--- config.mk ---
export PLATFORM = sky130hd
export DESIGN_NAME = reg_file_sb
export DESIGN_NICKNAME = d
export VERILOG_FILES = /design/src/rtl/reg_file_sb.sv
export SDC_FILE = /design/constraint.sdc
export NUM_CORES = 1
export LEC_CHECK = 0
export ABC_CLOCK_PERIOD_IN_PS = 4000
export CAP_MARGIN = 20
export CORE_UTILIZATION = 25
export CTS_CLUSTER_SIZE = 10
export DETAILED_ROUTE_END_ITERATION = 12
export PLACE_DENSITY_LB_ADDON = 0.15
export SYNTH_ARGS = -nofsm -noshare
export SYNTH_HDL_FRONTEND = slang
export SYNTH_SLANG_ARGS = --single-unit
--- constraint.sdc ---
create_clock -name clk -period 4 [get_ports clk]
set_clock_uncertainty 0.15 [all_clocks]
set_input_delay 0.8 -clock clk [delete_from_list [all_inputs] [get_ports clk]]
set_output_delay 0.8 -clock clk [all_outputs]
set_load 0.005 [all_outputs]
--- src/rtl/reg_file_sb.sv ---
// -----------------------------------------------------------------------------
// reg_file_sb: DEPTH x DATA_W register file with a per-register busy scoreboard.
//
// It has one write port and two registered read ports. The read ports use
// write-first bypass. The scoreboard lets the control unit track pending
// writebacks and stall on read-after-write hazards.
//
// Ports:
//   clk, rst_n            clock, asynchronous active-low reset
//   addr1, addr2          read addresses (sampled each edge)
//   addrw, din, write     write port
//   claim, claim_addr     mark a register as pending writeback
//   out1, out2            registered read data (1-cycle latency)
//   busy1, busy2          registered post-update busy flag of the read register
//   claim_conflict        one-cycle pulse: claim hit an already-busy register
//   busy_vec              scoreboard, bit i = register i busy
//
// Optional feature (macro REG_FILE_ZERO_REG_EN): register 0 reads as zero.
// Writes and claims to register 0 are discarded, and register 0 is never busy.
// -----------------------------------------------------------------------------
module reg_file_sb #(
    parameter int unsigned DATA_W = 8,
    parameter int unsigned ADDR_W = 3,
    parameter int unsigned DEPTH  = 8
) (
    input  logic              clk,
    input  logic              rst_n,
    input  logic [ADDR_W-1:0] addr1,
    input  logic [ADDR_W-1:0] addr2,
    input  logic [ADDR_W-1:0] addrw,
    input  logic [DATA_W-1:0] din,
    input  logic              write,
    input  logic              claim,
    input  logic [ADDR_W-1:0] claim_addr,
    output logic [DATA_W-1:0] out1,
    output logic [DATA_W-1:0] out2,
    output logic              busy1,
    output logic              busy2,
    output logic              claim_conflict,
    output logic [DEPTH-1:0]  busy_vec
);

    localparam logic [ADDR_W:0] DepthLim = (ADDR_W + 1)'(DEPTH);

    // An address takes part in reads, writes and claims only if it maps to a
    // real register. With the zero register, address 0 is excluded as well.
    function automatic logic addr_ok(input logic [ADDR_W-1:0] a);
        logic ok;
        ok = ({1'b0, a} < DepthLim);
`ifdef REG_FILE_ZERO_REG_EN
        ok = ok && (a != '0);
`endif
        return ok;
    endfunction

    logic [DATA_W-1:0] mem_q [DEPTH];
    logic [DATA_W-1:0] mem_d [DEPTH];
    logic [DEPTH-1:0]  busy_q, busy_d;
    logic [DATA_W-1:0] out1_q, out1_d, out2_q, out2_d;
    logic              busy1_q, busy1_d, busy2_q, busy2_d;
    logic              conflict_q, conflict_d;

    logic wr_ok, claim_ok, rd1_ok, rd2_ok;

    always_comb begin
        wr_ok    = write && addr_ok(addrw);
        claim_ok = claim && addr_ok(claim_addr);
        rd1_ok   = addr_ok(addr1);
        rd2_ok   = addr_ok(addr2);

        mem_d = mem_q;
        if (wr_ok) mem_d[addrw] = din;

        // Claim takes priority over a clearing write to the same register.
        busy_d = busy_q;
        for (int i = 0; i < int'(DEPTH); i++) begin
            if (claim_ok && claim_addr == ADDR_W'(i)) begin
                busy_d[i] = 1'b1;
            end else if (wr_ok && addrw == ADDR_W'(i)) begin
                busy_d[i] = 1'b0;
            end
        end

        out1_d  = '0;
        busy1_d = 1'b0;
        if (rd1_ok) begin
            out1_d  = (wr_ok && addrw == addr1) ? din : mem_q[addr1];
            busy1_d = busy_d[addr1];
        end

        out2_d  = '0;
        busy2_d = 1'b0;
        if (rd2_ok) begin
            out2_d  = (wr_ok && addrw == addr2) ? din : mem_q[addr2];
            busy2_d = busy_d[addr2];
        end

        // A same-cycle write to the claimed register counts as retiring the old
        // claim, so no conflict is reported.
        conflict_d = claim_ok && busy_q[claim_addr] && !(wr_ok && addrw == claim_addr);
    end

    always_ff @(posedge clk or negedge rst_n) begin
        if (!rst_n) begin
            for (int i = 0; i < int'(DEPTH); i++) mem_q[i] <= '0;
            busy_q     <= '0;
            out1_q     <= '0;
            out2_q     <= '0;
            busy1_q    <= 1'b0;
            busy2_q    <= 1'b0;
            conflict_q <= 1'b0;
        end else begin
            for (int i = 0; i < int'(DEPTH); i++) mem_q[i] <= mem_d[i];
            busy_q     <= busy_d;
            out1_q     <= out1_d;
            out2_q     <= out2_d;
            busy1_q    <= busy1_d;
            busy2_q    <= busy2_d;
            conflict_q <= conflict_d;
        end
    end

    assign out1           = out1_q;
    assign out2           = out2_q;
    assign busy1          = busy1_q;
    assign busy2          = busy2_q;
    assign claim_conflict = conflict_q;
    assign busy_vec       = busy_q;

endmodule

==> key figures <==
Outcome
  – Outcome: finished clean

GRT
  – Met3 GRT Util: 3.409%
  – First-pass GRT wire length: 20340 um
  – Antenna violations before repair: 0
  – Grt total ovfl: 0
  – Met1 usage: 17.63%
  – Vias in the first global route: 3254
  – GR peak layer: met2
  – Pin count of the biggest net entering global routing: 59
  – GR Layer Usage met2: 23.84%
  – GRT Total Usage: 14.04%

Synth
  – Synth cell count leaders: 91 x dfrtp_1, 64 x mux2_2, 34 x mux4_2, 20 x nor2_1, 17 x mux2i_1
  – Area contributors post-synth: dfrtp_1 47%, mux4_2 16%, mux2_2 15%
  – Synthesis Warnings: 0
  – Seq/Total Area, Yosys: 46.81%
  – Fraction of synthesized area in multiplexers: 34.05%
  – Cells after Synth: 348
  – Unique masters post-synth: 37
  – Top-area cell type share of the netlist area: 46.81%
  – Post-synth EDFFs: 0
  – Synth async-reset ratio: 100.0%
  – Post-Synth XOR/XNOR Area: 1.620%
  – Complex-gate fraction of the synthesized area: 4.938%
  – Syn Area/Cell: 13.98 sq um
  – Area leader, netlist: dfrtp_1
  – Mapped cell area: 4865 sq um
  – FF+latch count, synth: 91
  – Synth Area in Simple Gates: 7.562%
  – Most common cell in the netlist: dfrtp_1
  – Adder-cell share of the synthesized area: 0%
  – Prevailing post-synth register cell: dfrtp_1
  – Largest family of logic cells by synthesized area: multiplexers
  – Syn_nets: 372

Drt
  – Antenna Violating Nets Remaining: 0
  – Drt drc: 0
  – Drt initial violations: 147
  – Pre-Repair DR Iteration Count: 6
  – Vias: 3098
  – Routed WL: 12790 um
  – Wire per inst: 19.53 um
  – Via density: 4.730

Timing
  – Worst slew margin: 47.66%
  – Hold_ws: 368.5 ps
  – Final setup TNS: 0 ps
  – Tmin final: 2875 ps
  – Finish-stage setup viols: 0
  – Count of final max-slew check failures: 0
  – Hold Violations, Final: 0
  – Slew @ Worst Pin: 785.1 ps
  – Fmax: 0.3479 GHz
  – Final Cycle Share: 71.87%
  – Unrepaired setup endpoints after global routing: no

Setup path
  – Crit end category: flop
  – WP data required: 4080 ps
  – CP Max Fanout: 11
  – Crit Path Class: in -> reg
  – CP startpoint kind: input port
  – Worst Path Arrival: 2950 ps

CTS
  – CTS root buf: clkbuf_16
  – H-tree depth: 3
  – CTS tree: done
  – CTS Hold Bufs: 0
  – CTS max path bufs: 2
  – Total clock sinks: 91
  – Setup Fix Bufs, Post-CTS: 0
  – Resized Gates After CTS: 0
  – Clock Latency Late Sink: 340 ps
  – Clock transition at path regs: 60 ps
  – TritonCTS Buffers: 9

Floorplanning
  – Initial Utilization: 25.75%
  – Cell row count: 50
  – I/O pins: 51
  – Die Area: 20020 sq um
  – Die Y: 141.5 um
  – Chip width: 141.5 um
  – Core area: 18890 sq um

Power and ir drop
  – Reg power frac: 44.7%
  – Leak pwr: 2.404 nW
  – Clock power share: 30.1%
  – Cell-internal power: 2.104 mW
  – Combinational power share: 25.2%
  – Psw: 0.7318 mW
  – Power per cell area: 480.1 nW/um^2
  – Sw frac: 25.80%
  – Worst VDD drop: 0.2110 mV

Placement
  – Routability Congestion: 0.7447
  – IO buf count: 50
  – DP Wirelength: 8459 um
  – Placed cell count: 640

Layout
  – Nets: 415
  – Final core utilization: 31.26%
  – Layout cell share with drive strength beyond 1: 34.18%
  – Layout Cells excl Fill: 655
  – ANT cells: 0
  – Area growth, synth to finish: 21.42%

Hold path
  – HP Class: in -> async

Run
  – Max_cap viols: 0
==> metrics by stage <==
step                setup WS [ps]  area [sq um]  power, mW
finish                       1125          5907      2.836
global route                981.7          5907      2.998
CTS                          1118          5907      2.890
detailed placement          746.7          5612      2.009
global placement            809.6          5612      2.003
floorplan                    1791          4865      1.697
==> sequential cells by signal (all words and copies together), names as in the netlist <==
| name | count |
|---|---|
| busy1 | 1 |
| busy2 | 1 |
| busy_vec | 8 |
| claim_conflict | 1 |
| mem_q | 64 |
| out1 | 8 |
| out2 | 8 |
==> power by group through the flow <==
stage	registers [mW]	clock network, mW	logic, mW
after floorplan	1.25	0	0.451
after global placement	1.28	0	0.721
after detailed placement	1.29	0	0.724
after CTS	1.27	0.894	0.728
after global routing	1.30	0.920	0.778
final	1.27	0.854	0.715
==> kinds of logic after synthesis <==
family | Yosys count
AOI/OAI and AO/OA | 34
xor gates and xnor gates | 9
buffers and inverters | 45
muxes | 115
and+or+nand+nor | 54
DFF | 91
==> worst max-delay path, stage by stage <==
cell and delay [ps]:
clkdlybuf4s50_1 900, nand4_4 400, a32oi_1 380, o22ai_1 160
o311a_1 310
==> final timing paths <==
path	startpoint	endpoint	slack, ps	cells after the start
worst max-delay path	addrw[1]	busy2	1130	5
worst min-delay path	rst_n	mem_q[20]	370	1
worst max register to register	mem_q[30]	out2[6]	2580	3
worst min register to register	mem_q[1]	mem_q[1]	370	1
max in group asynchronous	rst_n	mem_q[43]	2530	2
min in group clk	mem_q[1]	mem_q[1]	370	1
==> area by class of cell <==
cell class	instances	area (sq um)
Tap cell	260	325.3
Inverter	11	41.29
Multi-Input combinational cell	212	2350
Clock inverter	2	35.03
Fill cell	1928	12990
Timing Repair Buffer	66	618.1
Clock buffer	13	260.3
Sequential cell	91	2277
==> layout by cell type, fill, tap and decap left out, types with 2 or more instances in the layout <==
master / instances
a221oi_1: 3
clkbuf_8: 2
nor3_1: 2
nand2b_1: 3
nand4b_4: 2
nand2_1: 7
nor3b_1: 2
and4bb_1: 2
mux2i_1: 17
xnor2_1: 9
a21oi_1: 16
o22ai_1: 2
nand4_1: 3
clkbuf_1: 2
a32oi_1: 6
inv_1: 11
clkbuf_16: 9
nor2b_1: 6
dfrtp_1: 91
buf_4: 17
mux2_2: 64
mux4_2: 34
a22oi_1: 2
clkdlybuf4s50_1: 49
nor2_1: 20
==> layer usage <==
metal / part of all wire [%] / wire [um]
met2: 51 / 6512
met3: 4.7 / 598
met5: 0 / 0
met4: 1.8 / 227
met1: 43 / 5453
(Power assumes the default switching activity.)
